--- src/rtl/general_register_file_if.sv ---
// Control-unit / datapath bundle for general_register_file: selectors, write op and data in;
// registered read data, flags and selector-error pulse out.
interface general_register_file_if #(
    parameter int DATA_WIDTH = 8,
    parameter int SEL_WIDTH  = 3
);
    logic [SEL_WIDTH-1:0]  src_a_sel;
    logic [SEL_WIDTH-1:0]  src_b_sel;
    logic [SEL_WIDTH-1:0]  dest_sel;
    logic [2:0]            wr_op;
    logic [DATA_WIDTH-1:0] wr_data;
    logic [DATA_WIDTH-1:0] src_a;
    logic [DATA_WIDTH-1:0] src_b;
    logic                  zero_flag;
    logic                  carry_flag;
    logic                  sel_err;

    modport master (
        output src_a_sel, src_b_sel, dest_sel, wr_op, wr_data,
        input  src_a, src_b, zero_flag, carry_flag, sel_err
    );

    modport slave (
        input  src_a_sel, src_b_sel, dest_sel, wr_op, wr_data,
        output src_a, src_b, zero_flag, carry_flag, sel_err
    );
endinterface

--- src/rtl/general_register_file.sv ---
// Parametrised register file: two registered read ports, op-coded write port, zero/carry flags.
// Define REGFILE_BYPASS_EN to forward a same-edge write result to a matching read port.
module general_register_file #(
    parameter int                    DATA_WIDTH  = 8,
    parameter int                    REG_COUNT   = 8,
    parameter int                    SEL_WIDTH   = 3,
    parameter logic [DATA_WIDTH-1:0] RESET_VALUE = '0
) (
    input logic                    clk,
    input logic                    reset,
    general_register_file_if.slave bus
);
    typedef enum logic [2:0] {
        OP_NOP  = 3'd0,
        OP_LOAD = 3'd1,
        OP_INC  = 3'd2,
        OP_DEC  = 3'd3,
        OP_CLR  = 3'd4
    } wr_op_e;

    localparam logic [SEL_WIDTH:0]  REG_LIMIT = (SEL_WIDTH + 1)'(REG_COUNT);
    localparam logic [DATA_WIDTH:0] ONE       = (DATA_WIDTH + 1)'(1);

    logic [DATA_WIDTH-1:0] regs [REG_COUNT];

    wr_op_e                op;
    logic                  dest_ok;
    logic                  a_ok;
    logic                  b_ok;
    logic                  op_write;
    logic                  wr_en;
    logic                  sel_bad;
    logic                  wr_carry;
    logic [DATA_WIDTH-1:0] cur;
    logic [DATA_WIDTH-1:0] wr_result;
    logic [DATA_WIDTH-1:0] rd_a;
    logic [DATA_WIDTH-1:0] rd_b;

    assign op      = wr_op_e'(bus.wr_op);
    assign dest_ok = {1'b0, bus.dest_sel}  < REG_LIMIT;
    assign a_ok    = {1'b0, bus.src_a_sel} < REG_LIMIT;
    assign b_ok    = {1'b0, bus.src_b_sel} < REG_LIMIT;
    assign wr_en   = op_write & dest_ok;
    assign sel_bad = op_write & ~dest_ok;

    // NOTE: every signal assigned in always_comb gets a default first, otherwise a latch is inferred.
    always_comb begin
        cur = '0;
        if (dest_ok) cur = regs[bus.dest_sel];
    end

    // Carry/borrow falls out of the extra top bit of the widened add/subtract.
    always_comb begin
        op_write  = 1'b1;
        wr_result = cur;
        wr_carry  = 1'b0;
        case (op)
            OP_LOAD: wr_result = bus.wr_data;
            OP_INC:  {wr_carry, wr_result} = {1'b0, cur} + ONE;
            OP_DEC:  {wr_carry, wr_result} = {1'b0, cur} - ONE;
            OP_CLR:  wr_result = '0;
            default: op_write = 1'b0;
        endcase
    end

    always_comb begin
        rd_a = '0;
        rd_b = '0;
        if (a_ok) rd_a = regs[bus.src_a_sel];
        if (b_ok) rd_b = regs[bus.src_b_sel];
`ifdef REGFILE_BYPASS_EN
        if (wr_en && bus.src_a_sel == bus.dest_sel) rd_a = wr_result;
        if (wr_en && bus.src_b_sel == bus.dest_sel) rd_b = wr_result;
`endif
    end

    // NOTE: the register array is reset explicitly because software relies on a known RESET_VALUE;
    // sequential state uses non-blocking assignments so all flops see pre-edge values.
    always_ff @(posedge clk) begin
        if (reset) begin
            for (int i = 0; i < REG_COUNT; i++) regs[i] <= RESET_VALUE;
            bus.src_a      <= '0;
            bus.src_b      <= '0;
            bus.zero_flag  <= 1'b0;
            bus.carry_flag <= 1'b0;
            bus.sel_err    <= 1'b0;
        end else begin
            if (wr_en) begin
                regs[bus.dest_sel] <= wr_result;
                bus.zero_flag      <= (wr_result == '0);
                bus.carry_flag     <= wr_carry;
            end
            bus.sel_err <= sel_bad;
            bus.src_a   <= rd_a;
            bus.src_b   <= rd_b;
        end
    end
endmodule
--- src/flat_wrapper.sv ---
// flat-port wrapper written by rule: the top's interface ports become plain ports
module general_register_file_flat 
#(
    parameter int                    DATA_WIDTH  = 8,
    parameter int                    REG_COUNT   = 8,
    parameter int                    SEL_WIDTH   = 3,
    parameter logic [DATA_WIDTH-1:0] RESET_VALUE = '0
)
  (clk, reset, bus_src_a_sel, bus_src_b_sel, bus_dest_sel, bus_wr_op, bus_wr_data, bus_src_a, bus_src_b, bus_zero_flag, bus_carry_flag, bus_sel_err);
  general_register_file_if #(.DATA_WIDTH(DATA_WIDTH), .SEL_WIDTH(SEL_WIDTH)) bus_i ();
  input logic clk;
  input logic reset;
  input wire logic [$bits(bus_i.src_a_sel)-1:0] bus_src_a_sel;
  input wire logic [$bits(bus_i.src_b_sel)-1:0] bus_src_b_sel;
  input wire logic [$bits(bus_i.dest_sel)-1:0] bus_dest_sel;
  input wire logic [$bits(bus_i.wr_op)-1:0] bus_wr_op;
  input wire logic [$bits(bus_i.wr_data)-1:0] bus_wr_data;
  output wire logic [$bits(bus_i.src_a)-1:0] bus_src_a;
  output wire logic [$bits(bus_i.src_b)-1:0] bus_src_b;
  output wire logic [$bits(bus_i.zero_flag)-1:0] bus_zero_flag;
  output wire logic [$bits(bus_i.carry_flag)-1:0] bus_carry_flag;
  output wire logic [$bits(bus_i.sel_err)-1:0] bus_sel_err;
  assign bus_i.src_a_sel = bus_src_a_sel;
  assign bus_i.src_b_sel = bus_src_b_sel;
  assign bus_i.dest_sel = bus_dest_sel;
  assign bus_i.wr_op = bus_wr_op;
  assign bus_i.wr_data = bus_wr_data;
  assign bus_src_a = bus_i.src_a;
  assign bus_src_b = bus_i.src_b;
  assign bus_zero_flag = bus_i.zero_flag;
  assign bus_carry_flag = bus_i.carry_flag;
  assign bus_sel_err = bus_i.sel_err;
  general_register_file #(.DATA_WIDTH(DATA_WIDTH), .REG_COUNT(REG_COUNT), .SEL_WIDTH(SEL_WIDTH), .RESET_VALUE(RESET_VALUE)) u_core (.clk(clk), .reset(reset), .bus(bus_i));
endmodule
--- config.mk ---
export PLATFORM = sky130hd
export DESIGN_NAME = general_register_file_flat
export DESIGN_NICKNAME = d
export VERILOG_FILES = /design/src/rtl/general_register_file_if.sv /design/src/rtl/general_register_file.sv /design/src/flat_wrapper.sv
export SDC_FILE = /design/constraint.sdc
export NUM_CORES = 1
export LEC_CHECK = 0
export CAP_MARGIN = 20
export CORE_UTILIZATION = 59
export CTS_CLUSTER_SIZE = 40
export DETAILED_ROUTE_END_ITERATION = 8
export PLACE_DENSITY_LB_ADDON = 0.15
export RECOVER_POWER = 100
export SETUP_SLACK_MARGIN = 0.2
export SYNTH_ARGS = -nofsm -noshare
export SYNTH_HDL_FRONTEND = slang
export SYNTH_SLANG_ARGS = --single-unit
--- constraint.sdc ---
create_clock -name clk -period 3.55 [get_ports clk]
set_input_delay 0.71 -clock clk [delete_from_list [all_inputs] [get_ports clk]]
set_output_delay 0.71 -clock clk [all_outputs]
set_load 0.03 [all_outputs]
Word-level counts from Yosys, hierarchy flattened --
Memory sizes are Yosys's and may differ from the RTL's. A register that Yosys moved wholly into a read port is not among the register bits. Cells that the tools add are included.
Storage, ports and cells: bits in registers 2, latch bits 0, memory bits (writable) 64, ROM bits 0, input port bits 22, output and inout bits 19, word-level logic and storage cells 23, memories 1
Memory list:
- u_core.regs | words 8, bits a word 8, read ports 3, clocked after Yosys merged registers in 2, wr ports 8, RTL line general_register_file.sv:24 | logic [DATA_WIDTH-1:0] regs [REG_COUNT];
Operators by class: add/subtract/negate cells 2, $mul 0, divide/modulo/power cells 0, order comparisons 0, equal/unequal tests 4, shifts and indexed selects 0, multiplexer cells 11, bitwise logic cells 0, reductions and logical operators 3
Operator list (number):
- $pmux 8 s4 | 1
- $add 8x1->9 const B | 1
- $sub 8x1->9 const B | 1
- $logic_not 8->1 | 1
- $mux 8 | 1
- $reduce_or 8->1 | 1
- $mux 1 | 7
- $eq 3x2->1 const B | 2
- $reduce_or 4->1 | 1
- $eq 3x1->1 const B | 1
- $eq 3x3->1 const B | 1
- $mux 3 | 1
- $pmux 1 s2 | 1

Logic depth before layout (Yosys ltp) --
Gate-level depths: netlist (run 1).
depth in word-level cells 8, mapped depth 13

Least setup slack after synthesis (run 1) --
Ideal clock, no wire load.
path type input to register, start point in bus_dest_sel[0], end point reg u_core.bus.zero_flag, library setup time 0.069 ns, data arrival time 2.972 ns, path slack 0.509 ns, stages on the path 11, path buffers 1, path through buf_6 -> mux4_1 -> mux2i_4 -> inv_1 -> ha_1 -> inv_1 -> nor4_1 -> and4_1 -> a311oi_2 -> nand4_1 -> o21ai_1
Between the ends: cells in the longest elaborated chain, start to end 4
RTL lines:
- start, declared | RTL line flat_wrapper.sv:15 | input wire logic [$bits(bus_i.dest_sel)-1:0] bus_dest_sel;
- $mem_v2 8x8 *
- $sub 8x1->9 / $add 8x1->9 (equally long branches) | RTL line general_register_file.sv:60, general_register_file.sv:59
- $pmux 8 s4 * | RTL line general_register_file.sv:57 | case (op)
- $logic_not 8->1 * | RTL line general_register_file.sv:90 | bus.zero_flag <= (wr_result == '0);
- end signal, assigned | RTL line general_register_file.sv:90
- end, declared | RTL line general_register_file_if.sv:25 | output src_a, src_b, zero_flag, carry_flag, sel_err
Every way passes the cells marked *; elsewhere a longest branch is shown, timed or not. A chain may end at the register's enable or synchronous reset.

==> results by group, run 1 <==
STA
  – Setup TNS: 0 ns
  – Hold_ws: 0.503 ns
  – Slew Limit Fails: 0
  – Final worst-path cycle share: around 94%
  – Final WS setup: ~0.2 ns
  – Minimum clock period: 3.35 ns
  – Final setup violation count: 0
  – RSZ-0062 raised after global routing: true
  – Worst-Margin Slew: 0.943 ns
  – Slew headroom: 36.9%
  – Post-Route Skew: approximately 0.014 ns
  – Final hold violation count: 0
  – F_max: approximately 0.30 GHz

Logic synthesis
  – Number of synthesized register bits: 82
  – Count leader, synth: nor2_1
  – EDFF count, synth: between 60 and 70
  – Post-synthesis sequential area ratio: roughly 46%
  – Asr flop ratio synth: 0%
  – Netlist cell types: just under 60
  – Post-Syn Area: 4940 µm²
  – Synth top area cells: edfxtp_1 39%, mux4_2 19%, dfxtp_1 7.3%
  – Commonest register cell after synthesis: edfxtp_1
  – Synth top area share: roughly two fifths
  – Synth top cells by count: 94 x nor2_1, 64 x edfxtp_1, 41 x mux4_2, 26 x nand2_1, 18 x dfxtp_1
  – Syn Area/Cell: around 12 µm²
  – Post-Syn Instances: 398
  – Synthesized net count: around 420
  – Synth Warn #: 0
  – Area leader, netlist: edfxtp_1

Placement
  – Pre-CTS WS: -0.212 ns
  – Post-DP HPWL: 9.75 mm
  – Placed cells: 564
  – Number of port buffers: 39
  – Placer Congestion: ~0.95

Clock network
  – CTS tree: yes
  – Clock buffer depth: 2
  – Clk pin slew, worst setup/hold paths: roughly 0.10 ns
  – Clock sink count: just over 80
  – Clk root buf: clkbuf_8
  – CTS Buf Count: 9
  – Number of H-tree levels: 3
  – Hold-fix buffers at CTS: 0
  – Clk_lat worst skew: ~0.37 ns

Pwr
  – Logic pwr share: a little under a quarter
  – Psw: between 0.7 and 0.8 mW
  – Pwr dens: about 400 nW/µm²
  – VDD IR max: 0.299 mV
  – Leak Pwr: approximately 2.3 nW
  – Switching share of power: 29.9%
  – Sequential Power Share: between 40 and 50%
  – Clock group share of total power: 30.6%
  – P_int: roughly 1.7 mW

Worst setup path
  – CP Capture Type: register
  – Data arrival, critical path: between 3 and 4 ns
  – R2r setup slk: 0.80 ns
  – CP Data Required Time: about 3.8 ns
  – Critical path type: input port to register
  – Worst reg2reg path depth: 11
  – Reg2reg end: u_core.regs[1][4]$_SDFFCE_PN0P_
  – Startpoint Class: input port
  – Crit path max fanout: 9
  – RR Startpoint: u_core.regs[6][1]$_SDFFCE_PN0P_

Global route
  – First-pass GRT wire length: roughly 21 mm
  – Pin count of the biggest net entering global routing: 21
  – Final global-route overflow total: 0
  – Vias in the first global route: roughly 3,700
  – Overall Global Routing Usage: around 33%
  – Initial antenna violation count: 0

Drt
  – ANT nets after route: 0
  – Via count: about 3,800
  – Vias per std cell: between 6 and 7
  – Initial drt markers: approximately 360
  – Total Wirelength: 13.5 mm
  – Pre-antenna DRT Iters: 5
  – Routed len/inst: around 23 µm
  – Remaining DRCs: 0

Floorplan
  – DIE WIDTH: about 94 µm
  – Ports: between 40 and 50
  – Die footprint: roughly 9000 µm²
  – Core region area: ~8000 µm²
  – Site row count: 33
  – Die Y: roughly 94 µm
  – Initial core utilization: a little over 60%

Layout
  – Share of layout cells above drive strength 1: between 20% and 30%
  – Area occupied by multi-input gates: 2490 µm²
  – Nets@finish: approximately 500
  – P&R area growth vs syn: 22.2%
  – Fillers: 560
  – Non-filler cells, final: around 590
  – Antenna cells: 0
  – Sequential standard cell area: 2280 µm²

Min path
  – Hold Path Class: register to register
  – Min-Delay Startpoint: u_core.bus.zero_flag$_SDFFE_PP0N_
  – Min-Delay Endpoint: u_core.bus.zero_flag$_SDFFE_PP0N_
  – Hold path depth: 2

Run status
  – Status: completed

Run
  – MaxCap Viol Count: 0
## metrics by stage
stage | total power, mW | cell area, µm² | utilization (%)
after detailed placement | 1.68 | 5750 | 70.3
after global placement | 1.67 | 5750 | 70.3
after CTS | 2.41 | 5990 | 73.3
final | 2.42 | 6040 | 73.9
after floorplan | 1.46 | 4940 | -
after global routing | 2.51 | 6040 | 73.9
## critical path, stage by stage
cell	delay, ns
dlygate4sd3_1	0.55
buf_6	0.15
mux4_2	0.39
mux2i_4	0.11
or3_1	0.50
or4_1	0.55
a311oi_2	0.33
a21oi_4	0.13
nor2_1	0.14
## registers in the layout (all words and copies together), names as in the netlist
register and flops:
u_core.regs 64, u_core.bus.src_a 8, u_core.bus.src_b 8, u_core.bus.carry_flag 1, u_core.bus.zero_flag 1
## routing by layer
metal,global-route usage (%),up-vias,part of all wire [%],wire length [µm]
met5,0,-,0,0
met4,11.7,0,1.9,263
met3,8.21,23,9.4,1280
met2,52.3,211,49,6630
met1,44.7,1884,40,5370
li1,-,1675,-,-
## cell type report
| cell class | count | share of cell area [%] |
|---|---|---|
| Clock buffer | 9 | 2.05 |
| Clock inverter | 7 | 1.55 |
| Inverter | 8 | 0.580 |
| Multi-Input combinational cell | 280 | 41.3 |
| Sequential cell | 82 | 37.8 |
| Tap cell | 105 | 2.18 |
| Timing Repair Buffer | 97 | 14.6 |
## power groups by stage
| stage | Sequential [mW] | Clock [mW] | Combinational [mW] |
|---|---|---|---|
| 6_report | 1.12 | 0.738 | 0.559 |
| 5_1_grt | 1.12 | 0.789 | 0.594 |
| 4_1_cts | 1.12 | 0.747 | 0.550 |
| 3_5_place_dp | 1.14 | 0 | 0.539 |
| 3_3_place_gp | 1.13 | 0 | 0.533 |
| 2_1_floorplan | 1.15 | 0 | 0.307 |
## what timing repair did
action                     4_1_cts  5_1_grt
setup endpoints to repair       29       40
pin swaps                        0        4
buffers inserted                 2        6
gates resized for setup          2       11
## layout by cell type (no fill, tap or decap), types with 3 or more instances in the layout
master / instances
mux2i_1: 17
buf_12: 5
nand2_1: 26
edfxtp_1: 64
clkdlybuf4s50_1: 17
mux2i_2: 3
buf_6: 3
or3_1: 3
inv_1: 6
a21o_1: 3
mux4_1: 5
mux4_2: 43
dlygate4sd3_1: 22
clkbuf_1: 5
nand2b_1: 12
o211ai_1: 4
a21oi_1: 7
buf_4: 44
clkbuf_8: 9
nor2_1: 94
mux2i_4: 3
o21ai_0: 5
nand3_1: 6
dfxtp_1: 18
a311oi_2: 3
nand4_1: 4
## cells by family after synthesis
| group | share of synthesized area [%] |
|---|---|
| adders and majority gates | 0.507 |
| buffers and inverters | 3.82 |
| and+or+nand+nor | 14.5 |
| AOI/OAI and AO/OA | 6.46 |
| xor gates and xnor gates | 0.532 |
| muxes | 27.9 |
| other | 0.0759 |
| DFF | 46.2 |
## worst max path at each step
stage	start	endpoint	slack, ns	cells past startpoint
final	bus_dest_sel[1]	u_core.regs[7][7]$_SDFFCE_PN0P_	0.20	9
after global routing	bus_dest_sel[0]	u_core.regs[3][5]$_SDFFCE_PN0P_	0.07	11
after CTS	bus_dest_sel[0]	u_core.bus.zero_flag$_SDFFE_PP0N_	0.21	10
after detailed placement	bus_dest_sel[0]	u_core.bus.zero_flag$_SDFFE_PP0N_	-0.21	11
after global placement	bus_dest_sel[0]	u_core.bus.zero_flag$_SDFFE_PP0N_	-0.22	11
after floorplan	bus_dest_sel[0]	u_core.bus.zero_flag$_SDFFE_PP0N_	0.51	11
No activity file was read; power rests on OpenSTA's default activity.
==> run 2: changes to the inputs <==
Settings changed: CORE_UTILIZATION 59 to 60, DONT_BUFFER_PORTS set to 1, SLEW_MARGIN set to 15.
==> results by group, run 2 (synthesized netlist as in run 1, its figures left out) <==
Worst setup path
  – Startpoint Class: register
  – Worst reg2reg path depth: 8 (-3)
  – Reg2reg end: u_core.bus.zero_flag$_SDFFE_PP0N_
  – Crit path max fanout: 10 (+1)
  – CP Data Required Time: 3.80 ns (+0.03 ns)
  – R2r setup slk: 0.33 ns (-0.47 ns)
  – Data arrival, critical path: 3.47 ns (-0.10 ns)
  – RR Startpoint: u_core.regs[3][4]$_SDFFCE_PN0P_
  – Critical path type: register to register
  – CP Capture Type: register

Layout
  – Commonest non-fill, non-tap cell in the layout: nor2_1
  – Biggest register: u_core.regs
  – Antenna cells: 0 (unchanged)
  – Non-filler cells, final: 504 (-14%)
  – P&R area growth vs syn: 5.70%
  – Post-route design area: 5220 µm² (-14%)
  – Nets@finish: 421 (-16%)
  – Area occupied by multi-input gates: 2450 µm² (-1.8%)
  – Finished Core Util: 66.5% (-7.3 points)
  – Sequential standard cell area: 2280 µm² (unchanged)
  – Share of layout cells above drive strength 1: 19.7% (-7.3 points)
  – Most frequent cells in the layout: 94 x nor2_1, 64 x edfxtp_1, 41 x mux4_2
  – Top Registers: u_core.regs x64, u_core.bus.src_a x8, u_core.bus.src_b x8
  – Fillers: 583 (+4.1%)
  – Max FFs per register: 64 (unchanged)

Clock network
  – Hold-fix buffers at CTS: 0 (unchanged)
  – Clk_lat worst skew: 0.37 ns (about the same)
  – CTS Buf Count: 9 (unchanged)
  – Clock sink count: 82 (unchanged)
  – Postcts setup bufs: 0 (-2)
  – Clk pin slew, worst setup/hold paths: 0.09 ns (about the same)
  – Clock buffer depth: 2 (unchanged)
  – Clk root buf: clkbuf_8
  – Number of H-tree levels: 3 (unchanged)
  – CTS tree: yes
  – Resize count post-CTS: 0 (-2)

Drt
  – Total Wirelength: 13.3 mm (-2.0%)
  – Vias per std cell: 7.14 (+11%)
  – Initial drt markers: 502 (+41%)
  – Via count: 3,599 (-5.1%)
  – ANT nets after route: 0 (unchanged)
  – Routed len/inst: 26.3 µm (+14%)
  – Pre-antenna DRT Iters: 6 (+1)
  – Remaining DRCs: 0 (unchanged)

STA
  – Final setup violation count: 0 (unchanged)
  – F_max: 0.311 GHz (+4.0%)
  – Final hold violation count: 0 (unchanged)
  – Final worst-path cycle share: 90.7% (-3.6 points)
  – Slew Limit Fails: 0 (unchanged)
  – Final WS setup: 0.329 ns (+0.129 ns)
  – Worst-Margin Slew: 0.813 ns (-0.131 ns)
  – RSZ-0062 raised after global routing: false
  – Setup TNS: 0 ns (unchanged)
  – Post-Route Skew: 0.0166 ns (+0.00214 ns)
  – Slew headroom: 44.3% (+7.4 points)
  – Minimum clock period: 3.22 ns (-0.129 ns)
  – Hold_ws: 0.405 ns (-0.0980 ns)

Placement
  – Placed Area: 5030 µm² (-12%)
  – Placed cells: 488 (-13%)
  – Number of port buffers: 0 (-100%)
  – Post-DP HPWL: 9.16 mm (-6.1%)
  – Pre-CTS WS: 0.396 ns (+0.608 ns)
  – Placer Congestion: 0.931 (-2.2%)

Pwr
  – VDD IR max: 0.294 mV (-1.8%)
  – Power Total: 2.25 mW (-6.8%)
  – Pwr dens: 431 nW/µm² (+7.8%)
  – Leak Pwr: 1.88 nW (-18%)

Floorplan
  – DIE WIDTH: 92.7 µm (-0.82%)
  – Initial core utilization: 62.9% (+2.5 points)
  – Die Y: 92.7 µm (-0.82%)
  – Core region area: 7850 µm² (-4.0%)
  – Site row count: 32 (-3.0%)
  – Die footprint: 8600 µm² (-1.6%)
  – Ports: 41 (unchanged)

Global route
  – Pin count of the biggest net entering global routing: 30 (+43%)
  – Vias in the first global route: 3,485 (-4.6%)
  – Initial antenna violation count: 0 (unchanged)
  – Final global-route overflow total: 0 (unchanged)
  – First-pass GRT wire length: 20.0 mm (-2.7%)
  – Overall Global Routing Usage: 33.2% (+0.19 points)

Run
  – MaxCap Viol Count: 0 (unchanged)

Min path
  – Min-Delay Endpoint: u_core.bus.src_a[0]$_SDFF_PP0_
  – Hold Path Class: input port to register
  – Hold path depth: 1 (-1)
  – Min-Delay Startpoint: reset

Run status
  – Status: completed
run 2: how the worst max path moves through the flow:
| stage | startpoint | end | slack, ns | depth (start not counted) |
|---|---|---|---|---|
| global route | u_core.regs[3][0]$_SDFFCE_PN0P_ | u_core.bus.zero_flag$_SDFFE_PP0N_ | 0.26 | 10 |
| CTS | u_core.regs[3][4]$_SDFFCE_PN0P_ | u_core.bus.zero_flag$_SDFFE_PP0N_ | 0.68 | 8 |
| finish | u_core.regs[3][4]$_SDFFCE_PN0P_ | u_core.bus.zero_flag$_SDFFE_PP0N_ | 0.33 | 8 |
| detailed placement | bus_dest_sel[0] | u_core.bus.zero_flag$_SDFFE_PP0N_ | 0.40 | 9 |
| floorplan | bus_dest_sel[0] | u_core.bus.zero_flag$_SDFFE_PP0N_ | 0.51 | 11 |
| global placement | bus_dest_sel[0] | u_core.bus.zero_flag$_SDFFE_PP0N_ | 0.42 | 8 |
run 2: critical path, stage by stage (launching register included):
cell	delay, ns
edfxtp_1	0.43
mux4_1	0.53
mux2i_1	0.63
nand4_1	0.36
o41a_1	0.48
a311oi_1	0.29
a21oi_2	0.16
nand4_1	0.14
o21ai_0	0.08
run 2: routing by layer:
layer / track usage [%] / wire length [µm] / part of all wire (%) / vias to the layer above
met2: 53.6 / 6370 / 48 / 283
li1: - / - / - / 1518
met5: 0 / 0 / 0 / -
met4: 14.0 / 529 / 4.0 / 0
met1: 43.9 / 4760 / 36 / 1749
met3: 7.39 / 1600 / 12 / 49
run 2: final cells by class:
type | instances | share of cell area, %
Sequential cell | 82 | 43.7
Multi-Input combinational cell | 280 | 46.9
Clock inverter | 4 | 1.05
Inverter | 8 | 0.671
Clock buffer | 12 | 3.38
Timing Repair Buffer | 16 | 1.87
Tap cell | 102 | 2.44
run 2: where the power goes:
part / internal [mW] / leakage, nW / switching, mW
clock: 0.410 / 0.114 / 0.348
combinational: 0.157 / 0.950 / 0.194
sequential: 1.08 / 0.812 / 0.0587
total: 1.65 / 1.88 / 0.601
==> run 3: changes to the inputs <==
Settings changed: PLACE_DENSITY set to 0.83, PLACE_DENSITY_LB_ADDON 0.15 to unset.
==> results by group, run 3 (synthesized netlist as in run 1, its figures left out) <==
Run status
  – Status: completed

STA
  – Hold_ws: 0.425 ns (+0.0198 ns)
  – Final hold violation count: 0 (unchanged)
  – Final setup violation count: 0 (unchanged)
  – RSZ-0062 raised after global routing: false
  – Final WS setup: 0.450 ns (+0.121 ns)
  – Minimum clock period: 3.10 ns (-0.121 ns)
  – Slew headroom: 42.2% (-2.1 points)
  – Slew Limit Fails: 0 (unchanged)
  – F_max: 0.323 GHz (+3.9%)
  – Worst-Margin Slew: 0.867 ns (+0.0543 ns)
  – Final worst-path cycle share: 87.3% (-3.4 points)
  – Setup TNS: 0 ns (unchanged)
  – Post-Route Skew: 0.00982 ns (-0.00675 ns)

Worst setup path
  – Crit path max fanout: 9 (-1)
  – RR Startpoint: u_core.regs[4][0]$_SDFFCE_PN0P_
  – Worst Setup SP: u_core.regs[4][0]$_SDFFCE_PN0P_
  – Data arrival, critical path: 3.21 ns (-0.26 ns)
  – CP Capture Type: register
  – CP Data Required Time: 3.66 ns (-0.14 ns)
  – Critical path type: register to register
  – Startpoint Class: register

Drt
  – ANT nets after route: 0 (unchanged)
  – Vias per std cell: 7.22 (+1.1%)
  – Remaining DRCs: 0 (unchanged)
  – Via count: 3,625 (+0.72%)
  – Total Wirelength: 13.3 mm (+0.32%)
  – Pre-antenna DRT Iters: 5 (-1)
  – Initial drt markers: 461 (-8.2%)
  – Routed len/inst: 26.5 µm (+0.72%)

Floorplan
  – Die Y: 92.7 µm (unchanged)
  – Core region area: 7850 µm² (unchanged)
  – Site row count: 32 (unchanged)
  – Die footprint: 8600 µm² (unchanged)
  – DIE WIDTH: 92.7 µm (unchanged)
  – Ports: 41 (unchanged)
  – Initial core utilization: 62.9% (unchanged)

Layout
  – Most frequent cells in the layout: 94 x nor2_1, 64 x edfxtp_1, 41 x mux4_2
  – Finished Core Util: 66.0% (-0.56 points)
  – Nets@finish: 419 (-0.48%)
  – Fillers: 563 (-3.4%)
  – Commonest non-fill, non-tap cell in the layout: nor2_1
  – Biggest register: u_core.regs
  – Non-filler cells, final: 502 (-0.40%)
  – Share of layout cells above drive strength 1: 20.3% (+0.60 points)
  – Antenna cells: 0 (unchanged)
  – Post-route design area: 5180 µm² (-0.84%)
  – P&R area growth vs syn: 4.81%
  – Top Registers: u_core.regs x64, u_core.bus.src_a x8, u_core.bus.src_b x8
  – Max FFs per register: 64 (unchanged)

Clock network
  – Number of H-tree levels: 3 (unchanged)
  – Resize count post-CTS: 0 (unchanged)
  – Clk pin slew, worst setup/hold paths: 0.09 ns (about the same)
  – Clock buffer depth: 2 (unchanged)
  – Hold-fix buffers at CTS: 0 (unchanged)
  – Clk root buf: clkbuf_8
  – Clk_lat worst skew: 0.36 ns (about the same)
  – Postcts setup bufs: 0 (unchanged)
  – Clock sink count: 82 (unchanged)
  – CTS Buf Count: 9 (unchanged)
  – CTS tree: yes

Run
  – MaxCap Viol Count: 0 (unchanged)

Min path
  – Hold Path Class: input port to register
  – Min-Delay Startpoint: reset

Global route
  – Vias in the first global route: 3,639 (+4.4%)
  – Final global-route overflow total: 0 (unchanged)
  – First-pass GRT wire length: 20.3 mm (+1.4%)
  – Grt peak-use layer: met2
  – M2 GR Usage: 51.9% (-1.7 points)
  – Pin count of the biggest net entering global routing: 30 (unchanged)
  – Initial antenna violation count: 0 (unchanged)
  – Routing usage on met1: 40.7% (-3.1 points)
  – Met3 usage: 9.44% (+2.1 points)
  – Overall Global Routing Usage: 33.4% (+0.20 points)

Placement
  – Placed cells: 486 (-0.41%)
  – Post-DP HPWL: 9.01 mm (-1.6%)
  – Placed Area: 5020 µm² (-0.30%)
  – Pre-CTS WS: 0.362 ns (-0.0344 ns)
  – Placer Congestion: 0.921 (-1.1%)
  – Number of port buffers: 0 (unchanged)

Pwr
  – Pwr dens: 417 nW/µm² (-3.3%)
  – Power Total: 2.16 mW (-4.1%)
  – Leak Pwr: 1.86 nW (-0.69%)
  – VDD IR max: 0.159 mV (-46%)
run 3: worst paths after layout:
check / to / slack, ns / cells after the start
min reg2reg: u_core.bus.zero_flag$_SDFFE_PP0N_ / 0.69 / 2
min: u_core.bus.src_a[5]$_SDFF_PP0_ / 0.42 / 1
max reg2reg: u_core.regs[4][6]$_SDFFCE_PN0P_ / 0.45 / 9
max: u_core.regs[4][6]$_SDFFCE_PN0P_ / 0.45 / 9
run 3: report_power, final:
part / total (mW) / internal [mW] / switching (mW) / leakage [nW]
Clock: 0.665 / 0.303 / 0.362 / 0.0984
Combinational: 0.350 / 0.158 / 0.192 / 0.953
Sequential: 1.14 / 1.08 / 0.0597 / 0.812
run 3: routing by layer:
metal,wire length [µm],vias to the layer above
met5,0,-
met4,685,0
met2,6420,308
met3,1600,71
li1,-,1508
met1,4610,1738
run 3: cell type report:
class | count | area, µm² | area share, %
Clock buffer | 10 | 149 | 2.88
Clock inverter | 6 | 47.5 | 0.918
Inverter | 8 | 35.0 | 0.677
Multi-Input combinational cell | 280 | 2440 | 47.1
Sequential cell | 82 | 2280 | 44.1
Tap cell | 102 | 128 | 2.46
Timing Repair Buffer | 14 | 97.6 | 1.88
run 3: critical path, cell delays in order, from the launching register on:
cell,delay [ns]
edfxtp_1,0.43
mux4_1,0.52
mux2i_1,0.50
ha_1,0.38
nand3_1,0.16
o21ai_0,0.20
nand2_1,0.07
a311oi_1,0.29
buf_4,0.23
nor2_1,0.06
